`src/rtl/mandelbrot_iter_ctrl.sv`:
```
// Iteration controller for a Mandelbrot pixel engine: it sequences one ALU step per clock,
// detects escape or the iteration limit, and hands the count to the consumer.
module mandelbrot_iter_ctrl #(
    parameter int WIDTH  = 8,
    parameter int ITER_W = 6
) (
    input  logic              clk,
    input  logic              rst_n,
    input  logic              in_valid,
    output logic              in_ready,
    input  logic [WIDTH-1:0]  in_cr,
    input  logic [WIDTH-1:0]  in_ci,
    input  logic [ITER_W-1:0] in_max_iter,
    output logic [WIDTH-1:0]  alu_cr,
    output logic [WIDTH-1:0]  alu_ci,
    output logic [WIDTH-1:0]  alu_zr,
    output logic [WIDTH-1:0]  alu_zi,
    input  logic [WIDTH-1:0]  alu_out_zr,
    input  logic [WIDTH-1:0]  alu_out_zi,
    input  logic              alu_size,
    input  logic              alu_overflow,
    output logic              out_valid,
    input  logic              out_ready,
    output logic [ITER_W-1:0] out_iter,
    output logic              out_escaped,
    output logic              busy
);

    typedef enum logic [1:0] {IDLE, ITER, DONE} state_e;

    state_e            state_q, state_d;
    logic [WIDTH-1:0]  cr_q, cr_d, ci_q, ci_d, zr_q, zr_d, zi_q, zi_d;
    logic [ITER_W-1:0] max_q, max_d, cnt_q, cnt_d, iter_q, iter_d;
    logic              esc_q, esc_d;
    logic [ITER_W-1:0] cnt_inc;

    // cnt never exceeds max_q, so this increment cannot wrap in practice
    assign cnt_inc = cnt_q + ITER_W'(1);

    always_ff @(posedge clk or negedge rst_n) begin
        if (!rst_n) begin
            state_q <= IDLE;
            cr_q    <= '0;
            ci_q    <= '0;
            zr_q    <= '0;
            zi_q    <= '0;
            max_q   <= '0;
            cnt_q   <= '0;
            iter_q  <= '0;
            esc_q   <= 1'b0;
        end else begin
            state_q <= state_d;
            cr_q    <= cr_d;
            ci_q    <= ci_d;
            zr_q    <= zr_d;
            zi_q    <= zi_d;
            max_q   <= max_d;
            cnt_q   <= cnt_d;
            iter_q  <= iter_d;
            esc_q   <= esc_d;
        end
    end

    always_comb begin
        state_d = state_q;
        cr_d    = cr_q;
        ci_d    = ci_q;
        zr_d    = zr_q;
        zi_d    = zi_q;
        max_d   = max_q;
        cnt_d   = cnt_q;
        iter_d  = iter_q;
        esc_d   = esc_q;
        case (state_q)
            IDLE: begin
                if (in_valid) begin
                    cr_d  = in_cr;
                    ci_d  = in_ci;
                    max_d = in_max_iter;
                    zr_d  = '0;
                    zi_d  = '0;
                    cnt_d = '0;
                    // A zero limit finishes immediately without touching the ALU
                    if (in_max_iter == '0) begin
                        iter_d  = '0;
                        esc_d   = 1'b0;
                        state_d = DONE;
                    end else begin
                        state_d = ITER;
                    end
                end
            end
            ITER: begin
                // Escape wins over the limit, and the diverging z is not committed
                if (alu_size || alu_overflow) begin
                    iter_d  = cnt_q;
                    esc_d   = 1'b1;
                    state_d = DONE;
                end else begin
                    zr_d  = alu_out_zr;
                    zi_d  = alu_out_zi;
                    cnt_d = cnt_inc;
                    if (cnt_inc == max_q) begin
                        iter_d  = max_q;
                        esc_d   = 1'b0;
                        state_d = DONE;
                    end
                end
            end
            DONE: begin
                if (out_ready) state_d = IDLE;
            end
            default: state_d = IDLE;
        endcase
    end

    always_comb begin
        in_ready  = (state_q == IDLE);
        out_valid = (state_q == DONE);
        busy      = (state_q == ITER) || (state_q == DONE);
    end

    assign alu_cr      = cr_q;
    assign alu_ci      = ci_q;
    assign alu_zr      = zr_q;
    assign alu_zi      = zi_q;
    assign out_iter    = iter_q;
    assign out_escaped = esc_q;

endmodule

```
`config.mk`:
```
export PLATFORM = sky130hd
export DESIGN_NAME = mandelbrot_iter_ctrl
export DESIGN_NICKNAME = d
export VERILOG_FILES = /design/src/rtl/mandelbrot_iter_ctrl.sv
export SDC_FILE = /design/constraint.sdc
export NUM_CORES = 1
export LEC_CHECK = 0
export BUFFER_PORTS_ARGS = -buffer_cell sky130_fd_sc_hd__buf_2
export CORE_MARGIN = 3
export CORE_UTILIZATION = 50
export DETAILED_ROUTE_END_ITERATION = 12
export PLACE_DENSITY_LB_ADDON = 0.25
export SLEW_MARGIN = 20
export SYNTH_ARGS = -nofsm -noshare
export SYNTH_HDL_FRONTEND = slang
export SYNTH_SLANG_ARGS = --single-unit
```
`constraint.sdc`:
```
create_clock -name clk -period 5.3 [get_ports clk]
set_input_delay 1.06 -clock clk [delete_from_list [all_inputs] [get_ports clk]]
set_output_delay 1.06 -clock clk [all_outputs]
set_load 0.05 [all_outputs]
```
# After elaboration in Yosys (flattened, before gate mapping)

Cells that the tools add are included.

Bits in registers: 53
Bits of input ports: 44
Output and inout port bits: 42
Word-level logic and storage cells: 51

Add/subtract/negate cells: 1
Equal/unequal tests: 8
Muxes and demuxes: 24
Reduce and logical (&&, ||, !) cells: 9

Operators with widths:

| operator                                      | number |
|---|---|
| 2-to-1 mux 6 bit                              | 6 |
| one-hot mux 8 bit (2 select lines)            | 2 |
| 2-to-1 mux 8 bit                              | 3 |
| one-hot mux 6 bit (2 select lines)            | 2 |
| 2-to-1 mux 2 bit                              | 5 |
| adder 6 x 1 -> 6 bit, second input constant   | 1 |
| == test 6 bit                                 | 1 |
| logical NOT 6 bit                             | 1 |
| one-hot mux 2 bit (3 select lines)            | 1 |
| AND reduction 3 bit                           | 2 |
| 2-to-1 mux 1 bit                              | 4 |
| != test 2 x 1 -> 1 bit, second input constant | 2 |
| != test 2 bit, second input constant          | 2 |
| AND reduction 4 bit                           | 1 |
| != test 3 bit, second input constant          | 1 |
| == test 2 x 1 -> 1 bit, second input constant | 1 |
| == test 2 bit, second input constant          | 1 |
| logical NOT 2 bit                             | 1 |
| logical OR 1 bit                              | 2 |
| one-hot mux 1 bit (2 select lines)            | 1 |
| AND reduction 2 bit                           | 1 |
| nonzero test 2 bit                            | 1 |

# Longest topological paths before layout

Depth after elaboration: 5
Depth in mapped cells: 9
Mapped depth without buffers: 8

# Least setup slack after synthesis

Ideal clock, no wire load.

Path kind: in2reg
Start: input port in_max_iter[3]
End: register iter_q[0], in the netlist out_iter[0]
Library setup time: 0.125 ns
Arrival time: 2.532 ns
Required time: 5.175 ns
Setup slack: 2.643 ns
Stages on the path: 6
Buffers on the path: 1
Cells stage by stage: or4_1 nor3_1 a21oi_1 o21ba_1 buf_6 mux2_4

Longest elaborated chain between the ends: 3

RTL lines:

| what                                    | line | RTL |
|---|---|---|
| start, declared                         | 13   | `input logic [ITER_W-1:0] in_max_iter,` |
| logical NOT 6 bit                       | 84   | `if (in_max_iter == '0) begin` |
| != test 2 x 1 -> 1 bit (no source line) | -    |  |
| AND reduction 4 bit (no source line)    | -    |  |
| end signal, assigned                    | 59   | `iter_q <= iter_d;` |
| end, declared                           | 33   | `logic [ITER_W-1:0] max_q, max_d, cnt_q, cnt_d, iter_q, iter_d;` |

No other way between the ends.
A chain may end at the register's enable or synchronous reset.

# Final worst setup path

Start: register cnt_q[0]
End: register iter_q[4], in the netlist out_iter[4]

Longest elaborated chain between the ends: 4

RTL lines:

| what                                 | line | RTL |
|---|---|---|
| start, declared                      | 33   |  |
| start signal, assigned               | 58   | `cnt_q <= cnt_d;` |
| adder 6 x 1 -> 6 bit                 | 38   | `assign cnt_inc = cnt_q + ITER_W'(1);` |
| == test 6 bit                        | 103  | `if (cnt_inc == max_q) begin` |
| != test 3 bit (no source line)       | -    |  |
| AND reduction 4 bit (no source line) | -    |  |

No other way between the ends.

==> results_dict.tcl <==
set metrics [dict create \
    status "finished, final reports clean" \
    cts_root_buf "clkbuf_8" \
    antenna_cells 0 \
    startpoint_type "flip-flop" \
    synth_edf_count 0 \
    wl_mm 5.17 \
    multiInputGateArea_um2 1020 \
    synth_cell_types 38 \
    drive_above_1_share_pct 46.1 \
    wire_per_inst_um 15.6 \
    synth_nets 244 \
    die_h_um 75.4 \
    synth-seq-area-share_pct 55.1 \
    cts_sinks 53 \
    hold_viol_final 0 \
    worstSkewPairLatency_ns 0.30 \
    synthXorXnorAreaFrac_pct 2.55 \
    antenna_found_initial 0 \
    htreeDepth 2 \
    reg2reg_from "cnt_q[0]$_DFFE_PN0P_" \
    hpwl_mm 3.80 \
    synthMuxAreaShare_pct 14.0 \
    setup_ws_ns 2.54 \
    power.switching_uw 1040 \
    register_area_um2 1330 \
    syn_to_final_growth_pct 22.6 \
    grt_pass1_wl_mm 8.23 \
    end_kind "flip-flop" \
    critical_path.top_delay_family "compound AO/OA/AOI/OAI gates" \
    final-setup-viol-count 0 \
    die_x_um 75.4 \
    synth_top_family_by_area "compound AO/OA/AOI/OAI gates" \
    first_pass_iters 4 \
    post-route-period-util_pct 52.2 \
    tritoncts "built" \
    critical_path.n_buffers_inverters 0 \
    finalSetupTns_ns 0 \
    criticalPathCategory "flip-flop to flip-flop" \
    yosys.area.top_type_share_pct 55.1 \
    gr-total-overflow 0 \
    min_period_ns 2.76 \
    floorplan.initialDensity_pct 53.5 \
    synth-compound-area-share_pct 14.5 \
    hold_class "flip-flop to flip-flop" \
    cts-resized-gates 0 \
    cap_viol_max_count 0 \
    grt_pass1_vias 1724 \
    grt_max_degree 54 \
    dpl.cell_count 324 \
    io-pin-count 86 \
    slew_violations 0 \
    clockBufferDepth 2 \
    dr_total_vias 1759 \
    slowest_delay_ns 0.47 \
    grt_util_all_layers_pct 18.9 \
    yosys_warnings 0 \
    drt_iter0_markers 78 \
    slowest_stage "dfrtp_1" \
    syn_inst 196 \
    p_sw_share_pct 50.6 \
    stdcell_count 332 \
    synth_fa_ha_area_share_pct 2.08 \
    netlist_top_cells_area "dfrtp_1, mux2_2, a22o_1, nand2_1, mux2_4" \
    cts_hold_buf 0 \
    cp_data_arrival_time_ns 2.95 \
    clkTransAtPathRegs_ns 0.10 \
    die_area_um2 5690 \
    ys_ff_latch 53 \
    min_from "alu_zi[6]$_DFFE_PN0P_" \
    core_um2 4500 \
    fmax_ghz 0.362 \
    postCtsSetupBuffers 0 \
    combPwrFrac_pct 56.2 \
    clock_skew_ns 0.00549 \
    drtAntennaViolNets 0 \
    nets 327 \
    synthSimpleGateAreaFrac_pct 9.04 \
    rsz0062_at_grt "false" \
    numCtsBuffers 5 \
    syn_avg_cell_area_um2 12.3 \
    synth_top_area_cell "dfrtp_1" \
    num_rows 24 \
    crit_chain "ha_1, nand2b_1, o211ai_2, or3b_4, a2111oi_4, o21ba_1, mux2_4" \
    holdWs_ns 0.506 \
    async_reset_ff_share_pct 100 \
    cp-startpoint "cnt_q[0]$_DFFE_PN0P_" \
    worstPathMaxFanout 7 \
    slew_headroom_pct 40.5 \
    synth_ff_type "dfrtp_1" \
    ir_drop_v 0.000394 \
    leakage_uw 0.00150 \
    pwr-share-seq_pct 33.0 \
    portBuffers 85 \
    synth_area_um2 2410 \
    power_density_nw_per_um2 694 \
    p_clk_share_pct 10.8 \
    gp_congestion 0.810 \
    tightest_slew_ns 0.891 \
    p_int_uw 1010 \
    vias_per_cell 5.30 \
    fillers 359 \
    drc 0 \
    cp_data_required_time_ns 5.49 \
    power.total_uw 2050 \
    preCtsSetupSlack_ns 2.23 \
]
## cells in the mapped netlist, drive strengths merged, types with 2 or more instances
| library cell | instances |
|---|---|
| dfrtp | 53 |
| mux2 | 27 |
| nand2 | 26 |
| a22o | 17 |
| o21ai | 8 |
| clkbuf | 7 |
| a21boi | 6 |
| buf | 5 |
| a21oi | 4 |
| ha | 4 |
| nor2 | 4 |
| xor2 | 4 |
| inv | 3 |
| nand2b | 3 |
| nor2b | 3 |
| xnor2 | 3 |
| a2111oi | 2 |
| o31ai | 2 |
| or2 | 2 |
| or3b | 2 |
## routing by layer
metal	GRT usage (%)	part of all wire (%)	routed length [um]
met1	26.2	45	2320
met2	29.9	49	2540
met3	4.09	4.9	251
met4	6.02	1.0	54
met5	0	0	0
## kinds of logic (layout without fill, tap and decap cells)
group                    count (synthesis)  after routing
flip-flops                              53             53
AND/OR/NAND/NOR                         45             45
AO/OA/AOI/OAI                           44             44
multiplexers                            28             28
buffers and inverters                   15             99
XOR/XNOR                                 7              7
adder cells (fa/ha/maj)                  4              4
## final cells by class
| cell class | instances | share of cell area (%) |
|---|---|---|
| well taps | 52 | 2.20 |
| clock inverters | 3 | 0.593 |
| clock buffers | 5 | 2.33 |
| inverters | 3 | 0.381 |
| flip-flops and latches | 53 | 44.9 |
| multi-input cells | 128 | 34.4 |
| repair buffers | 88 | 15.2 |
## sequential cells by signal, summed over array words and instances (netlist names)
| register | flops |
|---|---|
| alu_ci | 8 |
| alu_cr | 8 |
| alu_zi | 8 |
| alu_zr | 8 |
| cnt_q | 6 |
| max_q | 6 |
| out_iter | 6 |
| state_q | 2 |
| out_escaped | 1 |
## power by group through the flow
| stage | Clock (uW) | Combinational (uW) | Sequential, uW |
|---|---|---|---|
| after floorplan | 0 | 458 | 1130 |
| after global placement | 0 | 1140 | 682 |
| after detailed placement | 0 | 1160 | 682 |
| after CTS | 228 | 1160 | 678 |
| after global routing | 241 | 1220 | 702 |
| final | 221 | 1150 | 677 |
## placed cells by master (no fill, tap or decap), types with 2 or more instances in the layout
master and count:
nand2_1 26, a22o_1 17, nand2b_1 2, xor2_1 4, mux2_2 21, buf_4 3
o21ai_1 2, xnor2_1 3, o21ai_0 6, clkinv_2 2, inv_1 3, mux2_4 6
a21oi_1 4, nor2b_1 3, o31ai_1 2, or2_2 2, ha_1 4, dfrtp_1 53
clkbuf_8 5, a21boi_0 6, nor2_1 4, buf_2 85
## path summary, 6_finish.rpt
check | to | slack, ns | cells after the start
min | alu_zi[6]$_DFFE_PN0P_ | 0.51 | 1
min reg2reg | alu_zi[6]$_DFFE_PN0P_ | 0.51 | 1
max | out_iter[4]$_DFFE_PN0P_ | 2.54 | 7
max reg2reg | out_iter[4]$_DFFE_PN0P_ | 2.54 | 7
min in group asynchronous | out_iter[3]$_DFFE_PN0P_ | 0.87 | 2
max in group asynchronous | max_q[3]$_DFFE_PN0P_ | 4.00 | 2
## through the flow
| step | area (um^2) | utilization (%) |
|---|---|---|
| 5_1_grt | 2950 | 65.6 |
| 6_report | 2950 | 65.6 |
| 2_1_floorplan | 2410 | - |
| 3_5_place_dp | 2870 | 63.6 |
| 3_3_place_gp | 2870 | 63.6 |
| 4_1_cts | 2950 | 65.6 |
(Power assumes the default switching activity.)
